File: src/rtl/pipeline_pkg.sv
// Shared pipeline-control types: FSM state encoding and memory-wait timeout default.
package pipeline_pkg;

  typedef enum logic [1:0] {
    ST_RUN        = 2'd0,
    ST_LOAD_STALL = 2'd1,
    ST_BR_FLUSH   = 2'd2,
    ST_MEM_WAIT   = 2'd3
  } state_t;

  localparam int WAIT_MAX_DEFAULT = 15;

endpackage

File: src/rtl/pipeline_ctrl_hazard_detect.sv
// Load-use hazard compare: a load in EX whose destination feeds either source of the instruction in ID.
module hazard_detect (
  input  logic       i_id_ex_memread,
  input  logic [4:0] i_id_ex_rt,
  input  logic [4:0] i_if_id_rs,
  input  logic [4:0] i_if_id_rt,
  output logic       o_load_use
);

  // Register 0 is hardwired to zero, so a load into it never creates a dependency.
  assign o_load_use = i_id_ex_memread && (i_id_ex_rt != 5'd0) &&
                      ((i_id_ex_rt == i_if_id_rs) || (i_id_ex_rt == i_if_id_rt));

endmodule

File: src/rtl/pipeline_ctrl.sv
// Five-stage pipeline hazard controller: memory-wait freeze, taken-branch flush, one-bubble load-use stall.
// Enables/flushes are a combinational decode of state and inputs; stall counter and timeout flag are registered.
module pipeline_ctrl
  import pipeline_pkg::*;
#(
  parameter int WAIT_MAX = WAIT_MAX_DEFAULT
) (
  input  logic        clk,
  input  logic        reset,
  input  logic [4:0]  IF_ID_Rs,
  input  logic [4:0]  IF_ID_Rt,
  input  logic        ID_EX_MemRead,
  input  logic [4:0]  ID_EX_Rt,
  input  logic        EX_MEM_Branch,
  input  logic        EX_MEM_Zero,
  input  logic        EX_MEM_MemRead,
  input  logic        EX_MEM_MemWrite,
  input  logic        Mem_Ready,
  output logic        PC_En,
  output logic        IF_ID_En,
  output logic        ID_EX_En,
  output logic        EX_MEM_En,
  output logic        MEM_WB_En,
  output logic        IF_ID_Flush,
  output logic        ID_EX_Flush,
  output logic        EX_MEM_Flush,
  output logic        PCSrc,
  output logic [15:0] Stall_Count,
  output logic        Timeout_Err
);

  state_t      r_state;
  logic [7:0]  r_wait_cnt;
  logic [15:0] r_stall_cnt;
  logic        r_timeout;

  logic        w_load_use;
  logic        w_mem_pend;
  logic        w_taken;
  logic        w_wait_max;
  logic [4:0]  w_en;
  logic [2:0]  w_flush;
  logic        w_pcsrc;
  state_t      w_nxt_state;

  hazard_detect u_hazard_detect (
    .i_id_ex_memread (ID_EX_MemRead),
    .i_id_ex_rt      (ID_EX_Rt),
    .i_if_id_rs      (IF_ID_Rs),
    .i_if_id_rt      (IF_ID_Rt),
    .o_load_use      (w_load_use)
  );

  assign w_mem_pend = (EX_MEM_MemRead | EX_MEM_MemWrite) & ~Mem_Ready;
  assign w_taken    = EX_MEM_Branch & EX_MEM_Zero & ~w_mem_pend;
  assign w_wait_max = (r_wait_cnt == 8'(WAIT_MAX));

  // w_en is {PC, IF_ID, ID_EX, EX_MEM, MEM_WB}; w_flush is {IF_ID, ID_EX, EX_MEM}.
  always_comb begin
    w_en        = 5'b11111;
    w_flush     = 3'b000;
    w_pcsrc     = 1'b0;
    w_nxt_state = ST_RUN;
    case (r_state)
      ST_RUN, ST_LOAD_STALL: begin
        if (w_mem_pend) begin
          w_en        = 5'b00000;
          w_nxt_state = ST_MEM_WAIT;
        end else if (w_taken) begin
          w_flush     = 3'b111;
          w_pcsrc     = 1'b1;
          w_nxt_state = ST_BR_FLUSH;
        end else if (w_load_use && (r_state == ST_RUN)) begin
          w_en        = 5'b00111;
          w_flush     = 3'b010;
          w_nxt_state = ST_LOAD_STALL;
        end
      end
      ST_MEM_WAIT: begin
        if (w_mem_pend) begin
          w_en        = 5'b00000;
          w_nxt_state = w_wait_max ? ST_RUN : ST_MEM_WAIT;
        end
      end
      default: ;
    endcase
    if (!reset) begin
      w_en    = 5'b00000;
      w_flush = 3'b000;
      w_pcsrc = 1'b0;
    end
  end

  always_ff @(posedge clk or negedge reset) begin
    if (!reset) begin
      r_state     <= ST_RUN;
      r_wait_cnt  <= 8'd0;
      r_stall_cnt <= 16'd0;
      r_timeout   <= 1'b0;
    end else begin
      r_state <= w_nxt_state;
      if (w_nxt_state == ST_MEM_WAIT)
        r_wait_cnt <= (r_state == ST_MEM_WAIT) ? r_wait_cnt + 8'd1 : 8'd1;
      else
        r_wait_cnt <= 8'd0;
      if ((r_state == ST_MEM_WAIT) && w_mem_pend && w_wait_max)
        r_timeout <= 1'b1;
      if (!w_en[4] && (r_stall_cnt != 16'hFFFF))
        r_stall_cnt <= r_stall_cnt + 16'd1;
    end
  end

  assign PC_En        = w_en[4];
  assign IF_ID_En     = w_en[3];
  assign ID_EX_En     = w_en[2];
  assign EX_MEM_En    = w_en[1];
  assign MEM_WB_En    = w_en[0];
  assign IF_ID_Flush  = w_flush[2];
  assign ID_EX_Flush  = w_flush[1];
  assign EX_MEM_Flush = w_flush[0];
  assign PCSrc        = w_pcsrc;
  assign Stall_Count  = r_stall_cnt;
  assign Timeout_Err  = r_timeout;

endmodule

File: config.mk
export PLATFORM = sky130hd
export DESIGN_NAME = pipeline_ctrl
export DESIGN_NICKNAME = d
export VERILOG_FILES = /design/src/rtl/pipeline_pkg.sv /design/src/rtl/pipeline_ctrl_hazard_detect.sv /design/src/rtl/pipeline_ctrl.sv
export SDC_FILE = /design/constraint.sdc
export NUM_CORES = 1
export LEC_CHECK = 0
export BUFFER_PORTS_ARGS = -buffer_cell sky130_fd_sc_hd__buf_2
export CORE_MARGIN = 10
export CORE_UTILIZATION = 46
export DETAILED_ROUTE_END_ITERATION = 12
export MAX_ROUTING_LAYER = met4
export PLACE_DENSITY = 0.75
export SLEW_MARGIN = 20
export SYNTH_ARGS = -nofsm -noshare
export SYNTH_HDL_FRONTEND = slang
export SYNTH_SLANG_ARGS = --single-unit
File: constraint.sdc
create_clock -name clk -period 1.7 [get_ports clk]
set_input_delay 0.085 -clock clk [delete_from_list [all_inputs] [get_ports clk]]
set_output_delay 0.085 -clock clk [all_outputs]
set_load 0.05 [all_outputs]
-- Word-level counts from Yosys, hierarchy flattened
Index checks and enable logic that the tools add are counted.
- $add $sub $neg: 2
- equality and inequality tests: 7
- mux-type cells: 23
- bitwise operators: 6
- reduce and logical (&&, ||, !) cells: 11
- operators with widths (cell ; number):
    $mux W5 ; 5
    $add A16 B1 Y16 const B ; 1
    $mux W8 ; 2
    $ne A16 B16 Y1 const B ; 1
    $mux W3 ; 4
    $eq A5 B5 Y1 ; 2
    $mux W2 ; 5
    $pmux W5 S2 ; 1
    $add A8 B1 Y8 const B ; 1
    $eq A8 B4 Y1 const B ; 1
    $logic_and A1 B1 Y1 ; 6
    $mux W1 ; 5
    $reduce_bool A5 Y1 ; 1
    $eq A2 B2 Y1 const B ; 2
    $pmux W2 S2 ; 1
    $and A1 B1 Y1 ; 3
    $eq A2 B1 Y1 const B ; 1
    $logic_not A2 Y1 ; 1
    $not A1 Y1 ; 2
    $reduce_or A2 Y1 ; 1
    $logic_not A1 Y1 ; 1
    $logic_or A1 B1 Y1 ; 1
    $or A1 B1 Y1 ; 1
- register bits: 27
- input bits: 23
- output and inout port bits: 26
- logic and storage cells: 53

-- Logic depth before layout (Yosys ltp)
- depth after elaboration: 11
- gate-level depth with buffers: 8
- gate-level depth less buffers: 7

-- Hierarchy
Synthesis repeated with hierarchy kept, for this count alone.
- cell total of the unflattened synthesis: 153
- area, all modules: 1574.0 um^2
- modules (own cells, without submodules) (module ; instances ; cells each ; area an instance (um^2) ; sequential area each (um^2)):
    pipeline_ctrl ; 1 ; 136 ; 1448.9 ; 675.6
    hazard_detect ; 1 ; 17 ; 125.1 ; 0.0

-- Worst setup path before layout
Ideal clock, no wire load.
- kind: flip-flop to output port
- start: register r_state[1]
- end: output PC_En
- arrival time: 2.602 ns
- data required time: 1.615 ns
- setup slack: -0.987 ns
- cell stages (with the launch flop): 7
- path buffers: 2
- cell sequence: dfrtp_1 -> a31oi_1 -> a21oi_1 -> o21ai_4 -> buf_12 -> inv_1 -> buf_4
- word-level cells in the longest chain between the ends: 7
- elaborated cells on any way between the ends: 10
- classes of those cells: 2 x eq/ne; 5 x mux; 3 x reduce/logical
- ends and longest elaborated chain (element ; RTL line ; RTL):
    from (decl) ; pipeline_ctrl.sv:32 ; state_t r_state;
    from (signal assigned) ; pipeline_ctrl.sv:101 ; r_state <= w_nxt_state;
    $logic_not A2 Y1 ; pipeline_ctrl.sv:64, pipeline_ctrl.sv:73 ;
    $logic_and A1 B1 Y1 ; pipeline_ctrl.sv:73 ; end else if (w_load_use && (r_state == ST_RUN)) begin
    $mux W5 ; pipeline_ctrl.sv:73 ;
    $mux W5 ; pipeline_ctrl.sv:69 ; end else if (w_taken) begin
    $mux W5 ; pipeline_ctrl.sv:66 ; if (w_mem_pend) begin
    $pmux W5 S2 * ; pipeline_ctrl.sv:64 ; case (r_state)
    $mux W5 * ; pipeline_ctrl.sv:87 ; if (!reset) begin
    to (decl) ; pipeline_ctrl.sv:19 ; output logic PC_En,
Every way passes the cells marked *; elsewhere a longest branch is shown, timed or not.

-- Worst setup path after layout
- start: register r_state[0]
- end: output ID_EX_Flush
- word-level cells in the longest chain between the ends: 7
- elaborated cells on any way between the ends: 9
- classes of those cells: 1 x eq/ne; 5 x mux; 3 x reduce/logical
- ends and longest elaborated chain (element ; RTL line ; RTL):
    $logic_not A2 Y1 ; pipeline_ctrl.sv:64, pipeline_ctrl.sv:73 ;
    $logic_and A1 B1 Y1 ; pipeline_ctrl.sv:73 ;
    $mux W2 ; pipeline_ctrl.sv:73 ;
    $mux W3 ; pipeline_ctrl.sv:69 ;
    $mux W3 ; pipeline_ctrl.sv:66 ;
    $mux W3 * ; pipeline_ctrl.sv:64 ;
    $mux W3 * ; pipeline_ctrl.sv:87 ;
    to (decl) ; pipeline_ctrl.sv:25 ; output logic ID_EX_Flush,
Marked as above.

==> summary.txt <==
Die
  • Die Wd: 79.7 um
  • Io pins: 49
  • Core Area: 3390 um2
  • Initial Utilization: 48.3%
  • Die Ht: 79.7 um
  • Cell Rows: 21
  • Full die area: 6350 um2

STA
  • Final setup vio count: 21
  • Final Cycle Share: 113%
  • Final Hold Fails: 0
  • Setup WS post-layout: -217 ps
  • Clock skew: 1.16 ps
  • Fmax: 0.522 GHz
  • Max-slew headroom: 75.2%
  • RSZ-0062 raised after global routing: yes
  • Crit path time final: 1920 ps
  • Pins Over Slew Limit: 0
  • Final hold slack: 102 ps
  • Worst-Margin Slew: 372 ps

Layout
  • Fin cells: 260
  • Sequential Area: 689 um2
  • Area grow syn2layout: 40.3%
  • Ant. Diodes: 0
  • Fin area: 2300 um2
  • Nets@finish: 240
  • Layout cells sized above 1: 54.2%
  • Multi-input logic area: 1020 um2
  • # fillers: 263

Drt
  • Drt wl/cell: 14.8 um
  • Total routed wirelength: 3.85 mm
  • Vias per std cell: 5.11
  • Initial DRC Count: 54
  • Pre-antenna DRT Iters: 4
  • DRC viols: 0
  • Routed Antenna Nets: 0
  • Vias post-DR: 1328

Place
  • DP Area: 2000 um2
  • PortBufs: 48
  • Inst Count DP: 247
  • DP HPWL: 2.86 mm
  • Final RePlAce weighted congestion: 0.828

Clock tree
  • CTS buffer count: 3
  • Clk root buf: clkbuf_4
  • Clock Pin Slew Worst Setup and Hold Paths: 150 ps
  • H-tree depth: 1
  • Skew-Pair Late Insertion Delay: 330 ps
  • CTS Sinks: 27
  • CTS tree: built
  • Clk buf depth: 2

Yosys
  • Post-synth EDFFs: 0
  • Seq cells post-synth: 27
  • Syn Nets: 178
  • Synth warn: 0
  • Synth area leader: dfrtp_1
  • Netlist cell types: 41
  • Count leader, synth: dfrtp_1
  • Yosys top cell area share: 41.3%
  • Post-synth top cells: 27 x dfrtp_1, 16 x nor2_1, 16 x xnor2_1, 12 x xor2_1
  • Synth Cell Area: 1640 um2
  • Mapped Cells: 153
  • Mean Syn Cell Area: 10.7 um2
  • Synth top area cells: dfrtp_1 41%, xnor2_1 8.6%, xor2_1 6.4%, nand3_2 4.3%, nor2_1 3.7%
  • Register area share after synthesis: 41.3%
  • Ys async rst share: 100%
  • Top FF cell, synth: dfrtp_1

Global route
  • Vias in the first global route: 1404
  • Gr usage total: 12.5%
  • Largest net degree at the start of global routing: 17
  • First-pass GRT wire length: 6.35 mm
  • Total gr overflow: 0
  • Antenna violations before repair: 0

Outcome
  • Outcome: finished with violations
  • Violated checks: setup timing

Power and ir drop
  • Peak VDD IR: 0.961 mV
  • P_leak: 1.03 nW
  • Total power: 2.17 mW
  • PwrDens: 945 nW/um2

Flow run
  • Number of max-cap violations: 0

Worst setup path
  • Setup CP Type: flop to primary output
  • Max FO, Critical Path: 2
  • CP Launch Type: flop
  • Data arrival, critical path: 1830 ps
  • CP Capture Type: primary output
  • Crit. Startpoint: r_state[0]
  • R2r startpoint: r_state[0]
  • WP data required: 1620 ps

Hold path
  • Hold path start: Mem_Ready
  • Hold WC Path Type: input pin to flop
==> placed cells by master (no fill, tap or decap), types with 2 or more instances in the layout <==
cell type | Yosys | final
buf_8 | 0 | 5
xnor2_2 | 2 | 6
xor2_1 | 12 | 12
dfrtp_1 | 27 | 16
nor3_2 | 1 | 2
buf_2 | 0 | 39
clkbuf_4 | 0 | 4
buf_6 | 0 | 5
nand3_2 | 7 | 3
buf_4 | 6 | 10
a21oi_1 | 3 | 2
nand2_1 | 8 | 7
nand3_4 | 1 | 6
nand3_1 | 6 | 5
and3_1 | 8 | 8
xnor2_1 | 16 | 12
nor3_1 | 3 | 2
nand4_4 | 2 | 2
inv_1 | 4 | 3
nand2_2 | 2 | 3
clkinvlp_4 | 0 | 2
buf_12 | 1 | 2
nand4_1 | 4 | 4
nor2_1 | 16 | 15
dfrtp_2 | 0 | 11
==> metrics by stage <==
step | util (%) | setup TNS (ps) | setup WS [ps]
after floorplan | - | -288 | -121
after global placement | 59.0 | 0 | 103
after detailed placement | 59.0 | 0 | 32.3
after CTS | 62.5 | -489 | -193
after global routing | 67.8 | -3400 | -298
final | 67.8 | -1490 | -217
==> flip-flops by register name (all words and copies together), names as in the netlist <==
name,count
Stall_Count,16
r_state,2
r_wait_cnt,8
Timeout_Err,1
==> layout make-up <==
class | instances | share of cell area, %
inverters | 4 | 0.817
clock buffers | 3 | 0.980
repair buffers | 64 | 21.1
flip-flops and latches | 27 | 30.0
well taps | 46 | 2.51
clock inverters | 1 | 0.327
multi-input cells | 115 | 44.3
==> power by group <==
part / leakage [nW] / internal [mW] / switching (mW)
Sequential: 0.341 / 0.751 / 0.132
Combinational: 0.671 / 0.391 / 0.612
Clock: 0.0139 / 0.0901 / 0.195
==> cells by family (layout without fill, tap and decap cells) <==
| logic type | Yosys count | count (layout) | share of synthesized area (%) |
|---|---|---|---|
| AOI/OAI and AO/OA | 13 | 13 | 7.26 |
| muxes | 2 | 2 | 1.53 |
| xor gates and xnor gates | 30 | 30 | 17.0 |
| and+or+nand+nor | 68 | 68 | 26.6 |
| adders and majority gates | 2 | 2 | 1.53 |
| DFF | 27 | 27 | 41.3 |
| buffers and inverters | 11 | 72 | 4.89 |
==> metal layers <==
metal  vias to the layer above  share of wire, %  GRT usage [%]
met2                        39                49           20.2
met4                         0               1.2           2.69
met3                         6               7.0           4.39
met1                       636                43           14.6
met5                         -                 0              -
li1                        647                 -              -
==> timing repair <==
action	4_1_cts	5_1_grt
setup endpoints to repair	3	24
buffers inserted	4	3
resized for setup	14	29
hold buffers	1	0
pin swaps	1	7
endpoints found under the hold margin	27	0
gates cloned	0	1
==> worst max-delay path, stage by stage, from the launching register on <==
cell	delay, ps
dfrtp_2	450
a2111oi_4	320
or2b_1	300
a211oi_2	230
buf_6	190
==> final timing paths <==
check	slack, ps	endpoint	cells past startpoint
hold / removal	100	r_wait_cnt[0]	3
hold reg to reg	500	Timeout_Err	1
min in group asynchronous	230	r_wait_cnt[0]	3
max in group asynchronous	1290	Stall_Count[15]	3
setup / recovery	-220	ID_EX_Flush	4
setup reg to reg	-100	Stall_Count[9]	8
Note: power is estimated with default switching activity, not from simulation.
